==> src/rtl/shift_serializer.sv <==
// MSB-first parallel-to-serial shifter with one-cycle end-of-frame load strobe.
// Optional parity output when SHIFT_SERIALIZER_PARITY_EN is defined.
module shift_serializer #(
    parameter int WIDTH = 512
) (
    input  logic             clk,
    input  logic             reset_n,
    input  logic             in_valid,
    input  logic [WIDTH-1:0] in_data,
    output logic             in_ready,
    output logic             shift_out,
    output logic             load_out,
    output logic             busy,
`ifdef SHIFT_SERIALIZER_PARITY_EN
    output logic             parity_out,
`endif
    output logic [15:0]      frame_count
);

    localparam int CW = $clog2(WIDTH);
    localparam logic [CW-1:0] LAST = CW'(WIDTH - 1);

    typedef enum logic [1:0] {
        IDLE,
        SHIFT,
        LOAD
    } state_t;

    state_t           state_q, state_d;
    logic [WIDTH-1:0] data_q, data_d;
    logic [CW-1:0]    cnt_q, cnt_d;
    logic             shift_out_q, shift_out_d;
    logic             load_out_q, load_out_d;
    logic             busy_q, busy_d;
    logic [15:0]      frame_count_q, frame_count_d;
`ifdef SHIFT_SERIALIZER_PARITY_EN
    logic             par_q, par_d;
    logic             parity_out_q, parity_out_d;
`endif

    assign in_ready    = (state_q != SHIFT);
    assign shift_out   = shift_out_q;
    assign load_out    = load_out_q;
    assign busy        = busy_q;
    assign frame_count = frame_count_q;
`ifdef SHIFT_SERIALIZER_PARITY_EN
    assign parity_out  = parity_out_q;
`endif

    always_comb begin
        state_d       = state_q;
        data_d        = data_q;
        cnt_d         = cnt_q;
        shift_out_d   = 1'b0;
        load_out_d    = 1'b0;
        busy_d        = 1'b0;
        frame_count_d = frame_count_q;
`ifdef SHIFT_SERIALIZER_PARITY_EN
        par_d         = par_q;
        parity_out_d  = 1'b0;
`endif
        unique case (state_q)
            IDLE, LOAD: begin
                state_d = IDLE;
                if (state_q == LOAD) begin
                    frame_count_d = frame_count_q + 16'd1;
                end
                if (in_valid) begin
                    // Bit WIDTH-1 leaves on this edge; the buffer holds the rest.
                    state_d     = SHIFT;
                    data_d      = {in_data[WIDTH-2:0], 1'b0};
                    cnt_d       = '0;
                    shift_out_d = in_data[WIDTH-1];
                    busy_d      = 1'b1;
`ifdef SHIFT_SERIALIZER_PARITY_EN
                    par_d       = ^in_data;
`endif
                end
            end
            SHIFT: begin
                busy_d = 1'b1;
                if (cnt_q == LAST) begin
                    state_d    = LOAD;
                    load_out_d = 1'b1;
`ifdef SHIFT_SERIALIZER_PARITY_EN
                    parity_out_d = par_q;
`endif
                end else begin
                    cnt_d       = cnt_q + 1'b1;
                    shift_out_d = data_q[WIDTH-1];
                    data_d      = {data_q[WIDTH-2:0], 1'b0};
                end
            end
            default: begin
                state_d = IDLE;
            end
        endcase
    end

    always_ff @(posedge clk or negedge reset_n) begin
        if (!reset_n) begin
            state_q       <= IDLE;
            data_q        <= '0;
            cnt_q         <= '0;
            shift_out_q   <= 1'b0;
            load_out_q    <= 1'b0;
            busy_q        <= 1'b0;
            frame_count_q <= '0;
`ifdef SHIFT_SERIALIZER_PARITY_EN
            par_q         <= 1'b0;
            parity_out_q  <= 1'b0;
`endif
        end else begin
            state_q       <= state_d;
            data_q        <= data_d;
            cnt_q         <= cnt_d;
            shift_out_q   <= shift_out_d;
            load_out_q    <= load_out_d;
            busy_q        <= busy_d;
            frame_count_q <= frame_count_d;
`ifdef SHIFT_SERIALIZER_PARITY_EN
            par_q         <= par_d;
            parity_out_q  <= parity_out_d;
`endif
        end
    end

endmodule
==> config.mk <==
export PLATFORM = sky130hd
export DESIGN_NAME = shift_serializer
export DESIGN_NICKNAME = d
export VERILOG_FILES = /design/src/rtl/shift_serializer.sv
export SDC_FILE = /design/constraint.sdc
export NUM_CORES = 1
export LEC_CHECK = 0
export CORE_MARGIN = 1.5
export CORE_UTILIZATION = 55
export DETAILED_ROUTE_END_ITERATION = 8
export PLACE_DENSITY = 0.94
export SYNTH_ARGS = -nofsm -noshare
export SYNTH_HDL_FRONTEND = slang
export SYNTH_SLANG_ARGS = --single-unit
==> constraint.sdc <==
create_clock -name clk -period 5.1 [get_ports clk]
set_input_delay 0.765 -clock clk [delete_from_list [all_inputs] [get_ports clk]]
set_output_delay 0.765 -clock clk [all_outputs]
set_load 0.02 [all_outputs]
==> reports/qor.csv, run 1 <==
stage,metric,value,unit
clock_network,clock-sinks,541,
routing,highest_layer,met5,
clock_network,clk_pin_slew,0.06,ns
power,power.leakage,13.9,nW
die,floorplan.io_pins,535,
sta,slew_viol_final,0,
final_layout,finalNetCount,3800,
critical_path,worstPathCellList,and2b_4 -> inv_16 -> clkdlybuf4s50_1,
clock_network,tritoncts.num_buffers,54,
sta,fin_setup_tns,0,ns
logic_synthesis,synth.ff_latch_count,541,
power,netSwitchingPower,0.00742,W
logic_synthesis,synth-warning-count,0,
critical_path,cpMaxStageDelayCell,clkdlybuf4s50_1,
routing,wl_met1,27100,µm
sta,hold_viol_final,0,
clock_network,ctsResizeCount,0,
clock_network,clock_tree_from_tritoncts,built,
clock_network,hold_buffers,0,
placement,hpwlAfterDp,43700,µm
logic_synthesis,synth_seq_area_share,55.3,%
global_route,grt_antenna_before_repair,19,
sta,slew_headroom,31.5,%
routing,antenna_left,0,
outcome,status,"finished, final reports clean",
sta,clock.fmax,305,MHz
logic_synthesis,area_of_the_mapped_netlist,24500,µm²
clock_network,clock_tree.root_cell,clkbuf_16,
power,p_total,0.0194,W
critical_path,timing.critical_path.slowest_cell_delay,0.73,ns
final_layout,final_common_cell,nand2_1,
run,max_cap_violations,0,
sta,grt_setup_unrepaired,no,
clock_network,postCtsSetupBuffers,0,
power,cellInternalPower,0.0119,W
die,die_area,45800,µm²
hold_path,worstHoldPathType,input pin to async pin,
clock_network,clock_latency,0.59,ns
routing,drt_iter0_drc,2683,
power,power_frac_comb,38.2,%
critical_path,crit_family,buffers and inverters,
logic_synthesis,yosys.cell_types.count,33,
power,vdd.ir_drop.worst,0.667,mV
routing,detailroute.wirelength.met2,32600,µm
clock_network,cts_max_path_buffers,3,
die,core-area,44000,µm²
logic_synthesis,syn-instance-count,2899,
power,share_seq_of_total_power,40.3,%
sta,finalWorstPathRequiredPeriod,3.28,ns
routing,detail_route.drc_violations,0,
critical_path,critical_path_class,flip-flop to primary output,
global_route,grt_pass1_vias,21800,
global_route,groute.usage.overall,29.6,%
power,power.switching_fraction,38.3,%
logic_synthesis,synth.largest_area_cell,dfrtp_1,
critical_path,worstRegToRegCells,9,
critical_path,worstPathMaxFanout,209,
die,die_y,214,µm
final_layout,layout_common_cells,"1,035 x nand2_1, 541 x dfrtp_1, 533 x clkdlybuf4s50_1, 517 x nor2_1, 500 x a31oi_1",
routing,drtPass1Iterations,5,
critical_path,endpoint_required_time_on_the_critical_path,4.34,ns
die,num_rows,77,
final_layout,layout-area-overhead-vs-synth,28.5,%
logic_synthesis,post_synth_main_area_contributors,"dfrtp_1 55%, nand2_1 16%, a31oi_1 13%",
clock_network,htreeDepth,2,
sta,fin_crit_sh,64.3,%
logic_synthesis,synth_largest_type_area_fraction,55.3,%
final_layout,final_layout_size_suffix_gt1_share,3.88,%
sta,timing_worst_slew_pin_value,1.03,ns
global_route,grt_pass1_wl,110000,µm
logic_synthesis,post_synth.cell_area_avg,8.44,µm²
critical_path,worstPathBufferInverterCount,2,
routing,wl_met3,5210,µm
die,floorplan.die.width,214,µm
placement,gp_routability_congestion,0.865,
sta,clock_skew,0.0255,ns
power,cellPowerDensity,616,nW/µm²
critical_path,arrival,2.51,ns
placement,place.port_buffers,534,
final_layout,fillerInstances,2941,
power,power_frac_clock,21.5,%
routing,via_count,22400,
routing,drt-wirelength-per-cell,17.5,µm
critical_path,path_depth,3,
global_route,pin_count_of_the_biggest_net_entering_global_routing,222,
critical_path,startpoint_type_of_the_worst_setup_path,flip-flop,
global_route,grt-ovfl-total,0,
logic_synthesis,synthesis.nets,3417,
routing,drt-total-wl,68700,µm
routing,post_drt_via_cell_ratio,5.71,
sta,final-setup-viol-count,0,
die,effective_utilization_at_floorplan,55.6,%
critical_path,timing.critical_path.to_type,primary output,
-- cell type report --
cell class	instances	area [µm²]	share of cell area, %
Antenna cell	13	32.5	0.103
Clock buffer	79	1590	5.05
Clock inverter	21	268	0.852
Inverter	2	23.8	0.0756
Multi-Input combinational cell	2125	9570	30.4
Sequential cell	541	13500	43.1
Tap cell	592	741	2.36
Timing Repair Buffer	558	5680	18.1
-- stage by stage --
step | cell area [µm²] | util [%] | std cells | hold slack (ns) | setup slack (ns)
final | 31400 | 71.4 | 3931 | 0.255 | 1.82
after global routing | 31400 | 71.4 | 3930 | 0.303 | 1.74
after CTS | 31400 | 71.3 | 3918 | 0.267 | 1.81
after detailed placement | 29600 | 67.1 | 3818 | 0.462 | 2.14
after global placement | 29600 | 67.1 | 3818 | 0.455 | 2.27
after floorplan | 24500 | - | 2899 | 0.469 | 3.14
-- layer usage --
layer	track usage (%)	vias to the layer above
met4	15.8	10
met2	47.6	1016
met1	38.4	10800
met3	5.27	241
met5	0	-
li1	-	10400
-- final timing paths --
path	startpoint	slack (ns)	to
setup / recovery	state_q[0]$_DFFE_PN0P_	1.82	in_ready
setup reg to reg	cnt_q[0]$_DFFE_PN0P_	2.10	data_q[19]$_DFFE_PN0P_
min in group clk	frame_count[15]$_DFFE_PN0P_	0.48	frame_count[15]$_DFFE_PN0P_
hold reg to reg	frame_count[15]$_DFFE_PN0P_	0.48	frame_count[15]$_DFFE_PN0P_
hold / removal	reset_n	0.25	data_q[497]$_DFFE_PN0P_
max in group asynchronous	reset_n	3.64	data_q[201]$_DFFE_PN0P_
-- registers in the layout, summed over array words and instances (netlist names) --
register / cells
shift_out: 1
busy: 1
state_q: 2
data_q: 511
frame_count: 16
cnt_q: 9
load_out: 1
-- power by group through the flow --
stage          combinational (W)  sequential, W  clock, W
2_1_floorplan            0.00593        0.00745         0
3_3_place_gp             0.00686        0.00771         0
3_5_place_dp             0.00726        0.00780         0
4_1_cts                  0.00740        0.00779   0.00419
5_1_grt                  0.00838        0.00806   0.00438
6_report                 0.00739        0.00781   0.00416
-- synth_stat cells --
master / count
clkbuf_8: 15
and3_1: 4
buf_2: 132
nor2b_1: 1
buf_6: 14
and2b_2: 1
nand4_1: 6
and4_1: 4
ha_1: 3
clkbuf_1: 61
xor2_1: 5
nor3_1: 1
and2b_1: 1
inv_1: 1
o21ai_0: 4
a31oi_1: 500
buf_4: 6
a22o_1: 1
nand3_1: 7
xnor2_1: 16
o21ai_4: 1
nor2_1: 517
dfrtp_1: 541
a31oi_2: 10
and2_1: 3
dlygate4sd1_1: 1
nand2b_1: 1
nor3b_2: 1
inv_8: 1
buf_12: 2
mux2_2: 1
nor4_1: 2
nand2_1: 1035
-- logic make-up (layout without fill, tap and decap cells) --
group,Yosys count,count (layout),synth area share (%)
compound gates,516,516,13.5
xor+xnor,21,21,0.752
fa+ha+maj,3,3,0.153
buf+inv,233,660,5.57
flops,541,541,55.3
mux,1,1,0.0460
other cells,0,13,0
simple gates,1584,1584,24.7
(Power assumes the default switching activity.)
==> inputs of run 2 (changes only) <==
--- a/config.mk
+++ b/config.mk
@@ -6,9 +6,9 @@
 export NUM_CORES = 1
 export LEC_CHECK = 0
 export CORE_MARGIN = 1.5
-export CORE_UTILIZATION = 55
+export CORE_UTILIZATION = 51
 export DETAILED_ROUTE_END_ITERATION = 8
-export PLACE_DENSITY = 0.94
+export PLACE_DENSITY = 0.88
 export SYNTH_ARGS = -nofsm -noshare
 export SYNTH_HDL_FRONTEND = slang
 export SYNTH_SLANG_ARGS = --single-unit
==> constraint.sdc (replaced) <==
create_clock -name clk -period 3.4 [get_ports clk]
set_input_delay 0.51 -clock clk [delete_from_list [all_inputs] [get_ports clk]]
set_output_delay 0.51 -clock clk [all_outputs]
set_load 0.02 [all_outputs]
==> run 2 against run 1 <==
Compared with the run above:
- register-to-register slack worse by 1.5 ns
- clock skew hardly changed
- routed wire length shrank 2.2%
- critical path depth rose by 4
- count of clock-buffer cells in the layout up 5
- sequential power increased by 50%
- final area rose by 0.99%
- sequential share of layout area down 0.42 points
- die area rose by 7.7%
- via count decreased by 1.3%
- critical path type is now flip-flop to flip-flop
==> reports/qor.csv, run 2 (synthesis results as in run 1) <==
stage,metric,value,unit,change
sta,grt_setup_unrepaired,no,,unchanged
die,die_area,49300,µm²,"was 45,800 µm²"
clock_network,clock_tree_from_tritoncts,built,,unchanged
power,cellPowerDensity,918,nW/µm²,was 616 nW/µm²
die,effective_utilization_at_floorplan,51.5,%,was 55.6%
final_layout,final_common_cell,nand2_1,,unchanged
sta,hold_viol_final,0,,unchanged
clock_network,ctsResizeCount,0,,unchanged
global_route,grt-ovfl-total,0,,unchanged
placement,placement.setup.worst_slack,0.577,ns,was 2.14 ns
critical_path,startpoint_type_of_the_worst_setup_path,flip-flop,,unchanged
clock_network,htreeDepth,2,,unchanged
global_route,grt_antenna_before_repair,1,,was 19
sta,fin_crit_sh,83.8,%,
final_layout,max_ffs_per_register,511,,unchanged
critical_path,timing.critical_path.to_type,flip-flop,,was primary output
sta,finalWorstPathRequiredPeriod,2.85,ns,
global_route,groute.usage.overall,26.9,%,was 29.6%
critical_path,arrival,3.33,ns,was 2.51 ns
run,max_cap_violations,0,,unchanged
critical_path,timing.reg2reg.setup_slack,0.55,ns,was 2.10 ns
sta,setup_slack,0.552,ns,was 1.82 ns
final_layout,finalNetCount,3826,,"was 3,800"
sta,clock.fmax,351,MHz,
die,floorplan.io_pins,535,,unchanged
hold_path,min_from,in_data[77],,
die,die_y,222,µm,was 214 µm
sta,fin_worst_hold_slack,0.471,ns,was 0.255 ns
final_layout,layout-area-overhead-vs-synth,29.8,%,was 28.5%
clock_network,clock_tree.root_cell,clkbuf_16,,unchanged
critical_path,worstSetupStartpoint,state_q[1]$_DFFE_PN0P_,,was state_q[0]$_DFFE_PN0P_
sta,fin_setup_tns,0,ns,unchanged
sta,clock_skew,0.0252,ns,was 0.0255 ns
clock_network,clock-sinks,541,,unchanged
die,core-area,47500,µm²,"was 44,000 µm²"
routing,drt-total-wl,67100,µm,"was 68,700 µm"
final_layout,final_layout_size_suffix_gt1_share,4.63,%,was 3.88%
final_layout,layout_common_cells,"1,035 x nand2_1, 541 x dfrtp_1, 533 x clkdlybuf4s50_1, 517 x nor2_1, 500 x a31oi_1",,unchanged
global_route,grt_pass1_wl,108000,µm,"was 110,000 µm"
placement,hpwlAfterDp,44300,µm,"was 43,700 µm"
routing,post_drt_via_cell_ratio,5.58,,was 5.71
die,num_rows,80,,was 77
critical_path,reg2reg_to,data_q[211]$_DFFE_PN0P_,,was data_q[19]$_DFFE_PN0P_
final_layout,register_bank_with_the_most_flops,data_q,,unchanged
sta,slew_viol_final,0,,unchanged
placement,place.port_buffers,534,,unchanged
clock_network,clock_latency,0.60,ns,was 0.59 ns
critical_path,timing.rr.start,state_q[1]$_DFFE_PN0P_,,was cnt_q[0]$_DFFE_PN0P_
clock_network,cts_max_path_buffers,3,,unchanged
sta,slew_headroom,20.3,%,was 31.5%
placement,place.detailed.instances,3866,,"was 3,818"
routing,drt_iter0_drc,2317,,"was 2,683"
critical_path,critical_path_class,flip-flop to flip-flop,,was flip-flop to primary output
final_layout,fillerInstances,3466,,"was 2,941"
power,power.leakage,14.1,nW,was 13.9 nW
sta,final-setup-viol-count,0,,unchanged
critical_path,worstPathMaxFanout,75,,was 209
critical_path,endpoint_required_time_on_the_critical_path,3.88,ns,was 4.34 ns
power,vdd.ir_drop.worst,0.601,mV,was 0.667 mV
hold_path,worstHoldPathType,input pin to flip-flop,,was input pin to async pin
routing,antenna_left,0,,unchanged
placement,gp_routability_congestion,0.878,,was 0.865
routing,via_count,22100,,"was 22,400"
die,floorplan.die.width,222,µm,was 214 µm
final_layout,finalNonFillerCells,3967,,"was 3,931"
global_route,pin_count_of_the_biggest_net_entering_global_routing,232,,was 222
hold_path,holdPathEnd,data_q[78]$_DFFE_PN0P_,,
global_route,grt_pass1_vias,21100,,"was 21,800"
routing,detail_route.drc_violations,0,,unchanged
hold_path,timing.hold.worst_path_depth,3,,
critical_path,worstRegToRegCells,7,,was 9
routing,drtPass1Iterations,6,,was 5
clock_network,tritoncts.num_buffers,54,,unchanged
sta,timing_worst_slew_pin_value,1.19,ns,was 1.03 ns
routing,drt-wirelength-per-cell,16.9,µm,was 17.5 µm
outcome,status,"finished, final reports clean",,unchanged
clock_network,clk_pin_slew,0.06,ns,about the same
-- run 2: cell count changes in the layout (fill, tap and decap cells not counted) --
cell,before,now
bufinv_16,6,4
clkinvlp_4,2,1
clkinv_2,11,9
buf_4,12,28
dlygate4sd3_1,0,1
clkinv_4,1,0
buf_12,12,21
clkbuf_1,12,10
clkbuf_8,12,19
diode_2,13,1
-- run 2: area by class of cell --
type	instances	area [µm²]	share of cell area [%]
clock buffer	84	1680	5.28
antenna	1	2.50	0.00788
timing repair buffer	584	5990	18.9
sequential	541	13500	42.6
inverter	2	23.8	0.0749
clock inverter	15	181	0.571
tap	615	769	2.42
multi-input combinational	2125	9570	30.1
-- run 2: layer usage --
layer  vias to the layer above  GRT usage [%]  routed length [µm]
li1                      10400              -                   -
met1                     10600           35.8               27300
met2                       931           42.6               31900
met3                       171           5.87                5200
met4                         0           11.7                2750
met5                         -              0                   0
-- run 2: timing repair --
action                    4_1_cts  5_1_grt
buffers inserted                0        0
hold endpoints to repair       24        0
hold buffers                    1        0
-- run 2: critical path: stages, from the launching register on --
cell,delay [ns]
dfrtp_1,0.39
and2b_4,0.54
inv_16,0.17
o21ai_4,0.68
buf_12,0.31
buf_12,0.29
nor2_1,0.08
a31oi_1,0.20
-- run 2: power by group --
| group | leakage (nW) | total [W] | internal [W] | switching, W |
|---|---|---|---|---|
| Sequential | 6.26 | 0.0117 | 0.00986 | 0.00181 |
| Combinational | 6.90 | 0.0113 | 0.00455 | 0.00674 |
| Clock | 0.923 | 0.00619 | 0.00368 | 0.00252 |
| Total | 14.1 | 0.0292 | 0.0181 | 0.0111 |
-- run 2: worst max-delay path by stage --
stage	cells past startpoint	slack [ns]	end
after detailed placement	7	0.58	data_q[226]$_DFFE_PN0P_
after floorplan	10	1.44	data_q[100]$_DFFE_PN0P_
after global routing	6	0.33	data_q[310]$_DFFE_PN0P_
after CTS	3	0.52	in_ready
after global placement	7	0.70	data_q[467]$_DFFE_PN0P_
final	7	0.55	data_q[211]$_DFFE_PN0P_
-- run 2: stage by stage --
step                utilization (%)  instance area [µm²]  total power, W
floorplan                         -                24500          0.0201
global placement               62.8                29900          0.0222
detailed placement             62.8                29900          0.0228
CTS                            66.8                31700          0.0292
global route                   66.8                31800          0.0313
finish                         66.8                31800          0.0292
==> inputs of run 3 (changes only) <==
--- a/config.mk
+++ b/config.mk
@@ -6,9 +6,9 @@
 export NUM_CORES = 1
 export LEC_CHECK = 0
 export CORE_MARGIN = 1.5
-export CORE_UTILIZATION = 51
+export CORE_UTILIZATION = 46
 export DETAILED_ROUTE_END_ITERATION = 8
-export PLACE_DENSITY = 0.88
+export PLACE_DENSITY = 0.85
 export SYNTH_ARGS = -nofsm -noshare
 export SYNTH_HDL_FRONTEND = slang
 export SYNTH_SLANG_ARGS = --single-unit
==> constraint.sdc (replaced) <==
create_clock -name clk -period 2.4 [get_ports clk]
set_input_delay 0.36 -clock clk [delete_from_list [all_inputs] [get_ports clk]]
set_output_delay 0.36 -clock clk [all_outputs]
set_load 0.02 [all_outputs]
==> run 3 against run 2 <==
Compared with the run above:
- critical path depth increased by 2
- clock power up 44%
- combinational power increased by 45%
- setup slack worse by 0.33 ns
- largest power group unchanged
==> reports/qor.csv, run 3 (synthesis results as in run 1) <==
stage,metric,value,unit,change
placement,gp_routability_congestion,0.883,,was 0.878
power,cellPowerDensity,1300,nW/µm²,was 918 nW/µm²
clock_network,tritoncts.num_buffers,56,,was 54
sta,setup_slack,0.227,ns,was 0.552 ns
sta,timing_worst_slew_pin_value,0.771,ns,was 1.19 ns
power,vdd.ir_drop.worst,0.846,mV,was 0.601 mV
critical_path,startpoint_type_of_the_worst_setup_path,flip-flop,,unchanged
die,die_area,54600,µm²,"was 49,300 µm²"
global_route,pin_count_of_the_biggest_net_entering_global_routing,153,,was 232
critical_path,worstPathMaxFanout,49,,was 75
sta,fin_crit_sh,90.6,%,was 83.8%
placement,place.port_buffers,534,,unchanged
final_layout,finalNonFillerCells,4071,,"was 3,967"
routing,wl_met1,27900,µm,"was 27,300 µm"
sta,clock_skew,0.0159,ns,was 0.0252 ns
die,floorplan.io_pins,535,,unchanged
critical_path,timing.critical_path.to_type,flip-flop,,unchanged
final_layout,max_ffs_per_register,511,,unchanged
final_layout,layout_common_cells,"1,035 x nand2_1, 541 x dfrtp_1, 532 x clkdlybuf4s50_1, 517 x nor2_1, 500 x a31oi_1",,"was 1,035 x nand2_1, 541 x dfrtp_1, 533 x clkdlybuf4s50_1, 517 x nor2_1, 500 x a31oi_1"
routing,detail_route.drc_violations,0,,unchanged
sta,slew_headroom,48.6,%,was 20.3%
hold_path,worstHoldPathType,input pin to flip-flop,,unchanged
final_layout,final_common_cell,nand2_1,,unchanged
routing,drt-wirelength-per-cell,16.7,µm,was 16.9 µm
die,floorplan.die.width,234,µm,was 222 µm
global_route,grt_antenna_before_repair,1,,unchanged
run,max_cap_violations,0,,unchanged
clock_network,clk_pin_slew,0.06,ns,about the same
clock_network,cts_max_path_buffers,3,,unchanged
sta,hold_viol_final,0,,unchanged
routing,highest_layer,met5,,was met4
critical_path,arrival,2.66,ns,was 3.33 ns
sta,fin_setup_tns,0,ns,unchanged
final_layout,finalNetCount,3859,,"was 3,826"
critical_path,critical_path_class,flip-flop to flip-flop,,unchanged
final_layout,finish.utilization,61.4,%,was 66.8%
global_route,grt-ovfl-total,0,,unchanged
final_layout,insertedDiodeCount,0,,was 1
placement,placement.setup.worst_slack,0.153,ns,was 0.577 ns
clock_network,clock-sinks,541,,unchanged
power,power.leakage,14.3,nW,was 14.1 nW
clock_network,clock_tree_from_tritoncts,built,,unchanged
routing,drt-total-wl,68100,µm,"was 67,100 µm"
final_layout,layout-area-overhead-vs-synth,31.8,%,was 29.8%
sta,final-setup-viol-count,0,,unchanged
global_route,groute.usage.overall,24.4,%,was 26.9%
critical_path,endpoint_required_time_on_the_critical_path,2.89,ns,was 3.88 ns
final_layout,register_bank_with_the_most_flops,data_q,,unchanged
clock_network,clock_latency,0.59,ns,was 0.60 ns
die,num_rows,84,,was 80
placement,place.detailed.instances,3968,,"was 3,866"
routing,post_drt_via_cell_ratio,5.43,,was 5.58
routing,via_count,22100,,about the same
global_route,grt_pass1_wl,107000,µm,"was 108,000 µm"
sta,grt_setup_unrepaired,no,,unchanged
sta,slew_viol_final,0,,unchanged
routing,antenna_left,0,,unchanged
die,die_y,234,µm,was 222 µm
die,core-area,52600,µm²,"was 47,500 µm²"
sta,finalWorstPathRequiredPeriod,2.17,ns,was 2.85 ns
routing,drt_iter0_drc,2155,,"was 2,317"
outcome,status,"finished, final reports clean",,unchanged
routing,detailroute.wirelength.met2,32800,µm,"was 31,900 µm"
die,effective_utilization_at_floorplan,46.6,%,was 51.5%
routing,wl_met3,4850,µm,was 5200 µm
clock_network,htreeDepth,2,,unchanged
global_route,grt_pass1_vias,21100,,about the same
clock_network,clock_tree.root_cell,clkbuf_16,,unchanged
final_layout,final_layout_size_suffix_gt1_share,5.50,%,was 4.63%
routing,drtPass1Iterations,5,,was 6
placement,hpwlAfterDp,46600,µm,"was 44,300 µm"
sta,clock.fmax,460,MHz,was 351 MHz
## run 3: worst max-delay path, cell delays in order, from the launching register on
cell and delay (ns):
dfrtp_1 0.39, ha_1 0.24, nand3_1 0.08, nor2_1 0.04, ha_2 0.22, o21ai_4 0.20, buf_12 0.28, buf_4 0.32
nor2_1 0.10, a31oi_1 0.20
## run 3: where the power goes
| group | switching (W) | internal [W] | leakage, nW |
|---|---|---|---|
| Clock | 0.00360 | 0.00531 | 0.930 |
| Sequential | 0.00260 | 0.0140 | 6.26 |
| Combinational | 0.00964 | 0.00672 | 7.11 |
## run 3: cell type report
type	instances	area, µm²
fillers	4212	20300
flip-flops and latches	541	13500
multi-input cells	2125	9570
repair buffers	615	6360
clock buffers	83	1660
well taps	688	861
clock inverters	17	225
inverters	2	23.8
## run 3: per-layer routing
metal  global-route usage (%)  up-vias
li1                         -    10500
met1                     31.9    10500
met2                     40.1      898
met3                     4.20      178
met4                     10.3        2
met5                        0        -
## run 3: final timing paths
kind / start / endpoint / slack [ns] / cells after the start
max in group asynchronous: reset_n / data_q[378]$_DFFE_PN0P_ / 1.21 / 4
min in group asynchronous: reset_n / data_q[205]$_DFFE_PN0P_ / 0.34 / 2
max: cnt_q[0]$_DFFE_PN0P_ / data_q[469]$_DFFE_PN0P_ / 0.23 / 9
min reg2reg: frame_count[14]$_DFFE_PN0P_ / frame_count[14]$_DFFE_PN0P_ / 0.49 / 1
max reg2reg: cnt_q[0]$_DFFE_PN0P_ / data_q[469]$_DFFE_PN0P_ / 0.23 / 9
min: in_data[91] / data_q[92]$_DFFE_PN0P_ / 0.33 / 3
## run 3: timing repair
action | CTS | global route
buffers inserted | 0 | 0
cloned | 0 | 2
endpoints found under the hold margin | 52 | 0
gates resized for setup | 1 | 7
hold buffers | 1 | 0
pin swaps | 0 | 1
setup endpoints to repair | 1 | 33
## run 3: metrics by stage
step	area [µm²]	hold WS (ns)	total power (W)
after global routing	32200	0.313	0.0451
after CTS	32200	0.286	0.0419
after floorplan	24500	0.0644	0.0284
final	32200	0.331	0.0418
after global placement	30300	0.375	0.0317
after detailed placement	30300	0.369	0.0326
